File: config.mk
export PLATFORM = sky130hd
export DESIGN_NAME = mux_gate_sequencer
export DESIGN_NICKNAME = d
export VERILOG_FILES = /design/src/rtl/mux_gate_pkg.sv /design/src/rtl/mux_gate_unit.sv /design/src/rtl/mux_gate_sequencer.sv
export SDC_FILE = /design/constraint.sdc
export NUM_CORES = 1
export LEC_CHECK = 0
export ABC_AREA = 1
export CAP_MARGIN = 40
export CORE_ASPECT_RATIO = 1.75
export CORE_MARGIN = 2
export CORE_UTILIZATION = 43
export DETAILED_ROUTE_END_ITERATION = 10
export PLACE_DENSITY = 0.77
export SLEW_MARGIN = 30
export SYNTH_ARGS = -nofsm -noshare
export SYNTH_HDL_FRONTEND = slang
export SYNTH_SLANG_ARGS = --single-unit
File: constraint.sdc
create_clock -name clk -period 1.8 [get_ports clk]
set_input_delay 0.18 -clock clk [delete_from_list [all_inputs] [get_ports clk]]
set_output_delay 0.18 -clock clk [all_outputs]
set_load 0.01 [all_outputs]
File: src/rtl/mux_gate_pkg.sv
// rtl/mux_gate_pkg.sv - shared op codes and FSM states for the mux-gate sequencer
package mux_gate_pkg;

  localparam logic [1:0] OP_OR   = 2'b00;
  localparam logic [1:0] OP_AND  = 2'b01;
  localparam logic [1:0] OP_XOR  = 2'b10;
  localparam logic [1:0] OP_XNOR = 2'b11;

  typedef enum logic [1:0] {
    S_IDLE = 2'd0,
    S_EVAL = 2'd1,
    S_DONE = 2'd2
  } state_t;

endpackage

File: src/rtl/mux_gate_unit.sv
// rtl/mux_gate_unit.sv - one-bit logic gate built from a single 2:1 mux
module mux_gate_unit
  import mux_gate_pkg::*;
(
  input  logic       a,
  input  logic       b,
  input  logic [1:0] op,
  output logic       y
);

  logic i0;
  logic i1;

  // a drives the mux select; op only chooses what is presented on each leg
  always_comb begin
    i0 = b;
    i1 = 1'b1;
    case (op)
      OP_OR:   begin i0 = b;    i1 = 1'b1; end
      OP_AND:  begin i0 = 1'b0; i1 = b;    end
      OP_XOR:  begin i0 = b;    i1 = ~b;   end
      OP_XNOR: begin i0 = ~b;   i1 = b;    end
      default: begin i0 = b;    i1 = 1'b1; end
    endcase
  end

  assign y = a ? i1 : i0;

endmodule

File: src/rtl/mux_gate_sequencer.sv
// rtl/mux_gate_sequencer.sv - round-robin sharing of one bit-serial mux gate
// Optional op_count statistics output enabled by MUX_GATE_SEQ_STATS_EN.
module mux_gate_sequencer
  import mux_gate_pkg::*;
#(
  parameter int N_REQ = 4,
  parameter int WIDTH = 8
) (
  input  logic                       clk,
  input  logic                       rst,
  input  logic [N_REQ-1:0]           req,
  input  logic [2*N_REQ-1:0]         op_flat,
  input  logic [N_REQ*WIDTH-1:0]     a_flat,
  input  logic [N_REQ*WIDTH-1:0]     b_flat,
  output logic [N_REQ-1:0]           grant,
  output logic                       busy,
  output logic                       done,
  output logic [$clog2(N_REQ)-1:0]   done_id,
  output logic [WIDTH-1:0]           y
`ifdef MUX_GATE_SEQ_STATS_EN
  ,
  output logic [15:0]                op_count
`endif
);

  localparam int ID_W = $clog2(N_REQ);
  localparam int KW   = (WIDTH > 1) ? $clog2(WIDTH) : 1;

  state_t            state;
  state_t            state_nxt;
  logic [ID_W-1:0]   rr_ptr;
  logic [ID_W-1:0]   cur_id;
  logic [ID_W-1:0]   sel_id;
  logic [KW-1:0]     k;
  logic              k_last;
  logic [1:0]        op_lat;
  logic [WIDTH-1:0]  a_lat;
  logic [WIDTH-1:0]  b_lat;
  logic [WIDTH-1:0]  res;
  logic [WIDTH-1:0]  res_nxt;
  logic              gate_y;
  logic              found;
  int                idx;

  assign k_last = (k == KW'(WIDTH - 1));

  // first set request at or after rr_ptr, wrapping
  always_comb begin
    sel_id = '0;
    found  = 1'b0;
    idx    = 0;
    for (int i = 0; i < N_REQ; i++) begin
      idx = int'(rr_ptr) + i;
      if (idx >= N_REQ) idx = idx - N_REQ;
      if (!found && req[idx[ID_W-1:0]]) begin
        found  = 1'b1;
        sel_id = idx[ID_W-1:0];
      end
    end
  end

  mux_gate_unit u_gate (
    .a  (a_lat[k]),
    .b  (b_lat[k]),
    .op (op_lat),
    .y  (gate_y)
  );

  always_comb begin
    res_nxt    = res;
    res_nxt[k] = gate_y;
  end

  always_ff @(posedge clk) begin
    if (rst) state <= S_IDLE;
    else     state <= state_nxt;
  end

  always_comb begin
    state_nxt = state;
    case (state)
      S_IDLE:  if (|req) state_nxt = S_EVAL;
      S_EVAL:  if (k_last) state_nxt = S_DONE;
      S_DONE:  state_nxt = S_IDLE;
      default: state_nxt = S_IDLE;
    endcase
  end

  always_comb begin
    grant = '0;
    busy  = (state != S_IDLE);
    done  = (state == S_DONE);
    if (state == S_EVAL && k == '0) grant[cur_id] = 1'b1;
  end

  always_ff @(posedge clk) begin
    if (rst) begin
      rr_ptr  <= '0;
      cur_id  <= '0;
      k       <= '0;
      op_lat  <= '0;
      a_lat   <= '0;
      b_lat   <= '0;
      res     <= '0;
      y       <= '0;
      done_id <= '0;
    end else begin
      case (state)
        S_IDLE: begin
          if (|req) begin
            cur_id <= sel_id;
            op_lat <= op_flat[2*sel_id +: 2];
            a_lat  <= a_flat[WIDTH*sel_id +: WIDTH];
            b_lat  <= b_flat[WIDTH*sel_id +: WIDTH];
            k      <= '0;
          end
        end
        S_EVAL: begin
          res <= res_nxt;
          k   <= k + 1'b1;
          // y and done_id change only here so they hold until the next result
          if (k_last) begin
            y       <= res_nxt;
            done_id <= cur_id;
          end
        end
        S_DONE: begin
          rr_ptr <= (cur_id == ID_W'(N_REQ - 1)) ? '0 : cur_id + 1'b1;
        end
        default: ;
      endcase
    end
  end

`ifdef MUX_GATE_SEQ_STATS_EN
  always_ff @(posedge clk) begin
    if (rst)                                    op_count <= '0;
    else if (state == S_DONE && op_count != 16'hFFFF) op_count <= op_count + 16'd1;
  end
`endif

endmodule

# Word-level counts from Yosys, hierarchy flattened

Cells that the tools add are included.
W data, S select, Z words.

Shift operators: 3
Add/subtract/negate cells: 9
Equal/unequal tests: 9
Order comparisons: 12
Bitwise logic cells: 1
Multiplexer cells: 38
Reductions and logical operators: 21

Operators with widths:

| operator              | count |
|---|---|
| $shiftx A32 B6 Y8     | 2 |
| $mux W2               | 11 |
| $lt A2 B3 Y1 const B  | 5 |
| $mux W1               | 12 |
| $ge A3 B3 Y1 const B  | 3 |
| $bmux W1 S2           | 4 |
| $bwmux W8             | 1 |
| $eq A2 B2 Y1 const B  | 4 |
| $reduce_and A2 Y1     | 4 |
| $shiftx A8 B4 Y2      | 1 |
| $sub A2 B1 Y2 const B | 4 |
| $add A2 B2 Y3 const B | 2 |
| $bmux W1 S3           | 2 |
| $logic_and A1 B1 Y1   | 6 |
| $pmux W1 S3           | 2 |
| $pmux W3 S2           | 1 |
| $eq A2 B1 Y1 const B  | 2 |
| $logic_not A2 Y1      | 2 |
| $lt A3 B4 Y1 const B  | 1 |
| $mux W4               | 1 |
| $ne A2 B2 Y1 const B  | 2 |
| $pmux W2 S2           | 1 |
| $reduce_bool A2 Y1    | 2 |
| $reduce_or A2 Y1      | 2 |
| other kinds (14)      | 16 |

Logic and storage cells: 103
Output and inout port bits: 16
Input port bits: 78
Flip-flop bits (word level): 45

# Logic depth before layout (Yosys ltp)

Gate-level depths: netlist (run 1).

Word-level depth: 15
Mapped depth: 17

# Modules after synthesis

A second synthesis (run 1) with hierarchy kept.

Cells, all modules: 574
Area, all modules: 3354.5 um2

Modules (own cells, without submodules):

| module             | seq. area each (um2) | area an instance (um2) | cells an instance | times used |
|---|---|---|---|---|
| mux_gate_sequencer | 900.9                | 3301.9                 | 561               | 1 |
| mux_gate_unit      | 0.0                  | 52.6                   | 13                | 1 |

# Worst setup path before layout (run 1)

OpenSTA, ideal clock, no wires.

Path kind: reg2reg
Start point: reg rr_ptr[0]
End point: reg a_lat[5]
Buffers on the path: 2
Arrival time: 1623 ps
Setup slack: 68 ps
Setup time: 109 ps
Cell stages (with the launch flop): 16
Cells stage by stage: dfxtp_1 buf_6 nand2_1 nand3_1 nand2_2 nor2_4 nand2_1 nand2_1 nand2_1 nand2_1 buf_2 inv_2 nand3_1 nand3_1 nand2_1 inv_1

Cells in the longest elaborated chain, start to end: 15
Elaborated cells on any way between the ends: 37
Classes of those cells: add/sub (7); order compare (4); shift (1); mux (19); reduce/logical (6)

Ends and longest elaborated chain:

| item                                                                   | RTL line                  | source |
|---|---|---|
| from (decl)                                                            | mux_gate_sequencer.sv:31  | `logic [ID_W-1:0] rr_ptr;` |
| from (signal assigned)                                                 | mux_gate_sequencer.sv:128 | `rr_ptr <= (cur_id == ID_W'(N_REQ - 1)) ? '0 : cur_id + 1'b1;` |
| parallel branches: the longest is 13 deep, another holds $add A2 B1 Y3 | -                         |  |
| $mux W2 *                                                              | mux_gate_sequencer.sv:55  | `if (!found && req[idx[ID_W-1:0]]) begin` |
| $shiftx A32 B6 Y8 *                                                    | mux_gate_sequencer.sv:113 | `a_lat <= a_flat[WIDTH*sel_id +: WIDTH];` |
| to (signal assigned)                                                   | mux_gate_sequencer.sv:113 |  |
| to (decl)                                                              | mux_gate_sequencer.sv:37  | `logic [WIDTH-1:0] a_lat;` |

Mark *: on every way between the ends. The select of a mux whose other input is x is not followed.
A chain may end at the register's enable or synchronous reset.

# Worst setup path after layout (run 1)

Start point: reg rr_ptr[0]
End point: reg a_lat[0]

Same word-level chain as after synthesis.

==> impl_metrics.ini, run 1 <==
[clock_tree]
cts_max_path_buffers = 2
ctsRootBufferMaster = clkbuf_16
cts_buffers = 5
clk_pin_slew_ns = 0.06
cts_tree = built
cts_sinks = 45
htree_levels = 2
clock_latency_ns = 0.29

[power_and_ir_drop]
clkPwrFrac_pct = 33.9
p_seq_share_pct = 36.2
total_power_w = 0.00308
p_leak_nw = 2.36
netSwitchingPower_w = 0.000910
powerDensity_nw_per_um2 = 638
peakVddDrop_mv = 0.771
comb_power_share_pct = 29.9
p_int_w = 0.00217
switching_share_pct = 29.5

[placement]
io_buffers = 93
dp.cells = 700
place_congestion = 0.905
dpl.hpwl_um = 6830
place_ws_ns = -0.358

[drt]
drtAntennaViolNets = 0
viasPerCell = 5.08
first_pass_iters = 5
drc = 0
vias = 3654
drt_wl_total_um = 9670
wl_per_cell_um = 13.4
drt_iter0_drc = 197

[synth]
synth_area_leaders = dfxtp_1 29%, nand2_1 20%, nand3_1 11%
synth_top_area_share_pct = 29.0
synth_cells = 511
ys.warnings.count = 0
seq_area_frac_synth_pct = 29.0
ys_ff_latch = 45
synth.avg_cell_area_um2 = 6.08
synth_top_area_cell = dfxtp_1
synth_fp_nets = 596
synthDistinctLibCells = 28
synth_area_um2 = 3110

[global_routing]
grt_overflow = 0
grt_pass1_vias = 3373
antenna_found_initial = 0
grt.total_usage_pct = 23.6
grt_start_max_net_pins = 31
grt_pass1_wl_um = 14600

[critical_path]
cp_max_fo = 5
cp_data_arrival_time_ns = 2.15
path_class = register to register
critPathLaunchType = register
reg2reg_setup_slack_ns = -0.11
crit_path_end_kind = register
critPathRequiredTime_ns = 2.03

[floorplanning]
dieArea_um2 = 7950
die_w_um = 68.3
rows = 41
core_um2 = 7130
start_util_pct = 43.6
pin_count = 94
fp.dieH_um = 116

[timing]
min_period_ns = 1.91
clock-skew-final_ns = 0.00690
finalSetupViolations = 19
rsz0062_at_grt = yes
worstMarginPinSlew_ns = 0.269
hold_viol = 0
fmax_ghz = 0.523
layout_setup_ws_ns = -0.113
slew_headroom_pct = 81.9
finalSetupTns_ns = -0.981
finalCritPeriodShare_pct = 106
drv_slew = 0

[final_layout]
syn_to_final_growth_pct = 55.5
final_cells = 720
fillCellCount = 588
final_util_pct = 67.8
nets = 718
antenna_cells = 0
final_layout_size_suffix_gt1_share_pct = 17.7

[run]
drv_cap = 0

[outcome]
violations = setup timing
status = finished, violations left

[worst_hold_path]
hold_class = register to register
==> sequential cells by signal (all words and copies together) (netlist names) <==
name     cells
cur_id       2
y            8
done_id      2
b_lat        8
a_lat        8
k            3
rr_ptr       2
op_lat       2
state        2
res          8
==> critical path: stages (launching register included) <==
cell     delay, ns
dfxtp_4       0.36
buf_6         0.14
nand2_4       0.07
nand2_4       0.07
nand2_4       0.09
nand2_4       0.06
nor2_4        0.15
nand4_1       0.17
buf_4         0.19
a21oi_4       0.19
buf_6         0.14
nand2_1       0.05
nand3_1       0.07
nand2_1       0.06
inv_1         0.05
==> cells in the mapped netlist <==
| cell | number |
|---|---|
| a211oi_1 | 3 |
| a21oi_1 | 29 |
| a21oi_2 | 1 |
| buf_2 | 7 |
| buf_4 | 2 |
| buf_6 | 3 |
| clkbuf_1 | 12 |
| clkbuf_2 | 1 |
| clkinv_1 | 1 |
| dfxtp_1 | 45 |
| ha_1 | 7 |
| inv_1 | 66 |
| inv_2 | 3 |
| mux2i_1 | 7 |
| nand2_1 | 162 |
| nand2_2 | 5 |
| nand2_4 | 2 |
| nand3_1 | 68 |
| nand3b_1 | 18 |
| nand4_1 | 1 |
| nand4_4 | 1 |
| nor2_1 | 32 |
| nor2_2 | 1 |
| nor2_4 | 1 |
| nor4_1 | 1 |
| o211ai_1 | 3 |
| o21ai_0 | 26 |
| o21ai_1 | 3 |
==> per-stage QoR <==
stage / instance area [um^2] / hold slack [ns]
2_1_floorplan: 3110 / 0.456
3_3_place_gp: 4330 / 0.514
3_5_place_dp: 4330 / 0.529
4_1_cts: 4610 / 0.540
5_1_grt: 4830 / 0.563
6_report: 4830 / 0.537
==> layout make-up <==
class	count	area, um^2	area share, %
Sequential cell	45	915	18.9
Clock inverter	3	43.8	0.906
Tap cell	86	108	2.23
Timing Repair Buffer	140	1370	28.4
Inverter	70	270	5.59
Clock buffer	5	125	2.59
Multi-Input combinational cell	371	2000	41.3
==> cells by family (layout without fill, tap and decap cells) <==
| family | count (synthesis) | after routing | share of synthesized area (%) |
|---|---|---|---|
| AOI/OAI and AO/OA | 65 | 65 | 11.1 |
| adders and majority gates | 7 | 7 | 2.82 |
| buffers and inverters | 95 | 218 | 12.8 |
| DFF | 45 | 45 | 29.0 |
| muxes | 7 | 7 | 2.25 |
| and+or+nand+nor | 292 | 292 | 42.1 |
==> power groups by stage <==
stage / registers [W] / logic [W] / clock network, W
global route: 0.00112 / 0.00101 / 0.00110
finish: 0.00112 / 0.000921 / 0.00105
global placement: 0.00112 / 0.000782 / 0
CTS: 0.00111 / 0.000832 / 0.00106
floorplan: 0.00112 / 0.000464 / 0
detailed placement: 0.00113 / 0.000797 / 0
==> metal layers <==
layer,track usage (%),vias to the layer above,wire length [um]
met4,9.07,0,334
li1,-,1869,-
met2,45.8,92,5360
met3,3.08,26,452
met5,0,-,0
met1,24.3,1667,3530
==> cell usage in the layout (no fill, tap or decap), types with 15 or more instances in the layout <==
master           count
nand2_1            147
clkdlybuf4s50_1     87
inv_1               63
nand3_1             63
dfxtp_1             40
buf_4               37
nor2_1              27
a21oi_1             27
o21ai_0             21
nand3b_1            18
nand2_2             15
==> path summary, 6_finish.rpt <==
kind         cells past startpoint  endpoint      start
max reg2reg                     14  a_lat[0]  rr_ptr[0]
min reg2reg                      2    res[2]     res[2]
min                              2    res[2]     res[2]
max                             14  a_lat[0]  rr_ptr[0]
==> what timing repair did <==
| item | in CTS | in global routing |
|---|---|---|
| endpoints found under the hold margin | 0 | 0 |
| pin swaps | 8 | 24 |
| setup endpoints to repair | 23 | 36 |
| gates cloned | 2 | 1 |
| resized for setup | 23 | 56 |
| setup buffers | 6 | 4 |
| hold buffers | 0 | 0 |
Note: power is estimated with default switching activity, not from simulation.
==> run 2, diff against run 1 <==
- CELL_PAD_IN_SITES_DETAIL_PLACEMENT: not set -> 0
- CELL_PAD_IN_SITES_GLOBAL_PLACEMENT: not set -> 2
- CORE_UTILIZATION: 43 -> 22
- PLACE_DENSITY: 0.77 -> not set
- PLACE_DENSITY_LB_ADDON: not set -> 0.1
- clock period: 1.8 -> 1.6 ns (I/O delays scaled with it)
==> run 2 against run 1 <==
  * The flow still finishes with violations (setup timing)
  * Setup slack worse by 0.25 ns
  * Clock-buffer cell count is 2 higher
  * Sequential cell count stayed put
  * Utilization is 29 points lower
  * Clock power is 4% higher
  * Via count is 1.6% lower
  * Sequential share of layout area is 2.0 points lower
  * Sequential power is 13% higher
  * Critical path depth is 1 higher
  * Wire length is 8.3% higher
  * Combinational power is 38% higher
  * Critical endpoint is now b_lat[4]
  * Largest power group is now combinational logic
==> impl_metrics.ini, run 2 (synthesis results as in run 1) <==
[final_layout]
final_cells = 825
final_cell_mix = 126 x nand2_1, 89 x clkdlybuf4s50_1, 60 x inv_1, 43 x nand3_1, 41 x buf_4
nets = 732
antenna_cells = 0
final_layout_size_suffix_gt1_share_pct = 29.0
final_util_pct = 39.2
seq_area_um2 = 920
fillCellCount = 1515
final_common_cell = nand2_1
multi_input_area_um2 = 2300
syn_to_final_growth_pct = 74.4

[critical_path]
reg2reg_setup_slack_ns = -0.36
timing.critical_path.mode_cell = nand2_2
critPathRequiredTime_ns = 1.79
worst-path-buf-inv = 4
path_delay_family = simple AND/OR/NAND/NOR gates
reg2regPathDepth = 15
cpPeakStageDelay_ns = 0.37
reg2reg_from = rr_ptr[0]
path_class = register to register
path_cells = buf_6 > nand2_2 > nand2_2 > nand2_2 > nand2_4 > nor2_4 > buf_6 > nand4_4 > nand2_8 > clkbuf_16 > nand2_1 > nand3_1 > nand3_1 > nand2_1 > inv_1
cp_data_arrival_time_ns = 2.15
r2r_end = b_lat[4]
critPathLaunchType = register
crit_path_end_kind = register
slowest_stage = dfxtp_4
cp_max_fo = 12

[run]
drv_cap = 0

[placement]
dp.cells = 799
dpl.hpwl_um = 7650
place_ws_ns = -0.523
io_buffers = 93
place_congestion = 0.745

[timing]
fmax_ghz = 0.510
hold_viol = 0
finalSetupViolations = 34
min_period_ns = 1.96
finalCritPeriodShare_pct = 122
rsz0062_at_grt = yes
holdWs_ns = 0.539
slew_headroom_pct = 80.7
worstMarginPinSlew_ns = 0.289
layout_setup_ws_ns = -0.359
clock-skew-final_ns = 0.00444
drv_slew = 0

[global_routing]
grt_overflow = 0
grt_pass1_wl_um = 16500
grt_start_max_net_pins = 29
grt_pass1_vias = 3469
antenna_found_initial = 0
grt.total_usage_pct = 13.4

[worst_hold_path]
min_delay_path_depth = 2
min_to = y[6]
hold_class = register to register
min-delay-start = y[6]

[clock_tree]
cts_hold_buffers = 0
cts_sinks = 45
cts_tree = built
htree_levels = 2
clk_pin_slew_ns = 0.06
ctsRootBufferMaster = clkbuf_16
cts_buffers = 5
cts_max_path_buffers = 2
clock_latency_ns = 0.29

[drt]
viasPerCell = 4.36
drt_iter0_drc = 92
first_pass_iters = 4
drc = 0
wl_per_cell_um = 12.7
vias = 3597
drtAntennaViolNets = 0
drt_wl_total_um = 10500

[power_and_ir_drop]
powerDensity_nw_per_um2 = 667
peakVddDrop_mv = 0.424
total_power_w = 0.00362
p_leak_nw = 2.52

[floorplanning]
core_um2 = 13800
start_util_pct = 22.5
pin_count = 94
rows = 57
dieArea_um2 = 15100
die_w_um = 93.9
fp.dieH_um = 161

[outcome]
status = finished, violations left
violations = setup timing
==> run 2: cell count changes in the layout (fill, tap and decap cells not counted), moves of 4 or more <==
cell	change
nand3_2	+18
nand3_1	-20
dlygate4sd2_1	-4
a21oi_2	+4
buf_6	+4
clkbuf_2	+4
a21oi_1	-4
nand2_2	+15
nand2_1	-21
nand2_4	+4
buf_4	+4
==> run 2: stage by stage <==
| step | area, um^2 | setup TNS, ns |
|---|---|---|
| after floorplan | 3150 | -1.56 |
| after global placement | 4500 | -11.39 |
| after detailed placement | 4500 | -11.76 |
| after CTS | 4880 | -5.81 |
| after global routing | 5420 | -11.34 |
| final | 5420 | -6.98 |
==> run 2: worst max path at each step <==
stage,from,to,slack [ns],depth (start not counted)
5_1_grt,rr_ptr[0],op_lat[1],-0.49,16
3_3_place_gp,req[2],b_lat[5],-0.52,15
3_5_place_dp,req[0],op_lat[0],-0.52,15
4_1_cts,rr_ptr[0],a_lat[4],-0.31,16
6_report,rr_ptr[0],b_lat[4],-0.36,15
2_1_floorplan,rr_ptr[0],a_lat[5],-0.09,14
==> run 2: final cells by class <==
type	count	share of cell area (%)
inverter	70	5.03
sequential	45	17.0
clock inverter	1	0.0924
clock buffer	7	2.82
tap	177	4.09
timing repair buffer	154	28.6
multi-input combinational	371	42.4
==> run 2: report_power, final <==
group	total, W	leakage, nW	internal, W	switching [W]
Clock	0.00109	0.0799	0.000661	0.000429
Sequential	0.00126	0.373	0.00119	0.0000608
Combinational	0.00127	2.07	0.000637	0.000633
Total	0.00362	2.52	0.00249	0.00112
==> run 2: worst register-to-register path: stages (launching register included) <==
cell and delay, ns:
dfxtp_4 0.37, buf_6 0.14, nand2_2 0.05, nand2_2 0.07
nand2_2 0.10, nand2_4 0.07, nor2_4 0.13, buf_6 0.12
nand4_4 0.15, nand2_8 0.18, clkbuf_16 0.18, nand2_1 0.05
nand3_1 0.07, nand3_1 0.07, nand2_1 0.07, inv_1 0.03
==> run 2: repair_timing <==
item,4_1_cts,5_1_grt
buffers inserted,8,6
pin swaps,16,34
cloned,0,4
setup endpoints to repair,40,45
resized for setup,58,108
==> run 2: routing by layer <==
metal,global-route usage [%],routed length [um],vias to the layer above
met5,0,0,-
met4,3.89,143,0
met3,1.82,364,8
met2,25.4,5810,75
met1,15.3,4150,1616
li1,-,-,1898
==> run 3, diff against run 2 <==
- CORE_MARGIN: 2 -> not set
==> run 3 against run 2 <==
  * The flow still finishes with violations (setup timing)
  * Setup slack gained 0.067 ns
  * Combinational power shrank 8%
  * Power shrank 3.7%
  * Critical path type unchanged
  * Worst hold slack gained 0.0027 ns
  * Design area shrank 2.8%
  * Register-to-register slack gained 0.07 ns
  * Clock skew shrank 0.0015 ns
==> impl_metrics.ini, run 3 (synthesis results as in run 1) <==
[critical_path]
cpPeakStageDelay_ns = 0.36
path_class = register to register
timing.critical_path.mode_cell = nand2_2
critPathRequiredTime_ns = 1.84
path_cells = buf_12 > nand2_4 > nand2_2 > nand2_2 > nand2_4 > nor2_4 > nand4_1 > buf_4 > a21oi_4 > buf_6 > nand2_2 > nand3_2 > nand2_1 > inv_1
cp_data_arrival_time_ns = 2.13
cp_max_fo = 8
slowest_stage = dfxtp_4
critPathLaunchType = register
crit_path_end_kind = register

[timing]
rsz0062_at_grt = yes
worstMarginPinSlew_ns = 0.287
clock-skew-final_ns = 0.00291
min_period_ns = 1.89
drv_slew = 0
layout_setup_ws_ns = -0.292
finalCritPeriodShare_pct = 118
finalSetupViolations = 33
fmax_ghz = 0.529
hold_viol = 0
slew_headroom_pct = 80.8

[drt]
vias = 3607
drc = 0
drt_wl_total_um = 10300
first_pass_iters = 4
wl_per_cell_um = 12.5
drt_iter0_drc = 66
drtAntennaViolNets = 0
viasPerCell = 4.39

[floorplanning]
start_util_pct = 22.5
core_um2 = 13800
dieArea_um2 = 14600
die_w_um = 91.9
rows = 57
fp.dieH_um = 159
pin_count = 94

[outcome]
status = finished, violations left
violations = setup timing

[power_and_ir_drop]
p_int_w = 0.00236
total_power_w = 0.00348
peakVddDrop_mv = 0.371
netSwitchingPower_w = 0.00112
clkPwrFrac_pct = 30.3
p_seq_share_pct = 36.0
p_leak_nw = 2.49
comb_power_share_pct = 33.6
switching_share_pct = 32.3
powerDensity_nw_per_um2 = 661

[clock_tree]
cts_buffers = 5
cts_sinks = 45
htree_levels = 2
clock_latency_ns = 0.29
cts_tree = built
cts_max_path_buffers = 2
ctsRootBufferMaster = clkbuf_16
clk_pin_slew_ns = 0.07
cts_hold_buffers = 0

[worst_hold_path]
hold_class = register to register

[global_routing]
grt_pass1_vias = 3493
grt.total_usage_pct = 14.2
grt_start_max_net_pins = 37
antenna_found_initial = 0
grt_pass1_wl_um = 16700
grt_overflow = 0

[run]
drv_cap = 0

[final_layout]
fillCellCount = 1537
finalInstanceArea_um2 = 5270
seq_area_um2 = 916
antenna_cells = 0
multi_input_area_um2 = 2250
final_common_cell = nand2_1
final_layout_size_suffix_gt1_share_pct = 25.5
final_cell_mix = 134 x nand2_1, 87 x clkdlybuf4s50_1, 59 x inv_1, 54 x nand3_1, 41 x dfxtp_1
syn_to_final_growth_pct = 69.5
nets = 728

[placement]
placed_area_um2 = 4510
place_congestion = 0.743
place_ws_ns = -0.566
io_buffers = 93
dpl.hpwl_um = 7590
==> run 3: worst paths after layout <==
kind                                 from  endpoint  slack [ns]  cells past startpoint
worst min register to register       y[4]      y[4]        0.54                      2
worst max register to register  rr_ptr[0]  b_lat[5]       -0.29                     14
worst max-delay path            rr_ptr[0]  b_lat[5]       -0.29                     14
worst min-delay path                 y[4]      y[4]        0.54                      2
==> run 3: stage by stage <==
step / cells / setup TNS, ns / utilization (%) / hold WS, ns
floorplan: 511 / -1.56 / - / 0.436
global placement: 797 / -12.05 / 32.6 / 0.520
detailed placement: 797 / -13.13 / 32.6 / 0.525
CTS: 815 / -5.27 / 36.6 / 0.543
global route: 821 / -10.59 / 38.1 / 0.590
finish: 821 / -5.61 / 38.1 / 0.542
==> run 3: power by group through the flow <==
stage	combinational, W	clock [W]	sequential [W]
after CTS	0.00112	0.00111	0.00125
after floorplan	0.000541	0	0.00125
final	0.00117	0.00106	0.00126
after global placement	0.000929	0	0.00127
after global routing	0.00131	0.00114	0.00126
after detailed placement	0.000930	0	0.00128
==> run 3: worst max-delay path, delay by kind of cell (launching register included) <==
kind | cells | cell delay, ns
and+or+nand+nor | 9 | 0.72
AOI/OAI and AO/OA | 1 | 0.19
buffers and inverters | 4 | 0.56
DFF | 1 | 0.36
==> run 3: layout make-up <==
class	instances	share of cell area [%]
repair buffers	150	27.7
multi-input cells	371	42.7
flip-flops and latches	45	17.4
inverters	70	5.13
clock buffers	5	2.37
clock inverters	3	0.475
well taps	177	4.20
==> run 3: metal layers <==
layer | wire length [um] | share of wire [%] | vias to the layer above | GRT usage [%]
met1 | 4040 | 39 | 1633 | 15.8
met3 | 302 | 2.9 | 8 | 1.72
met5 | 0 | 0 | - | 0
li1 | - | - | 1885 | -
met2 | 5770 | 56 | 81 | 27.3
met4 | 142 | 1.4 | 0 | 4.55
==> run 3: timing repair <==
action | CTS | global route
cloned | 2 | 1
setup buffers | 9 | 6
gates resized for setup | 92 | 50
setup endpoints to repair | 41 | 46
pin swaps | 21 | 9
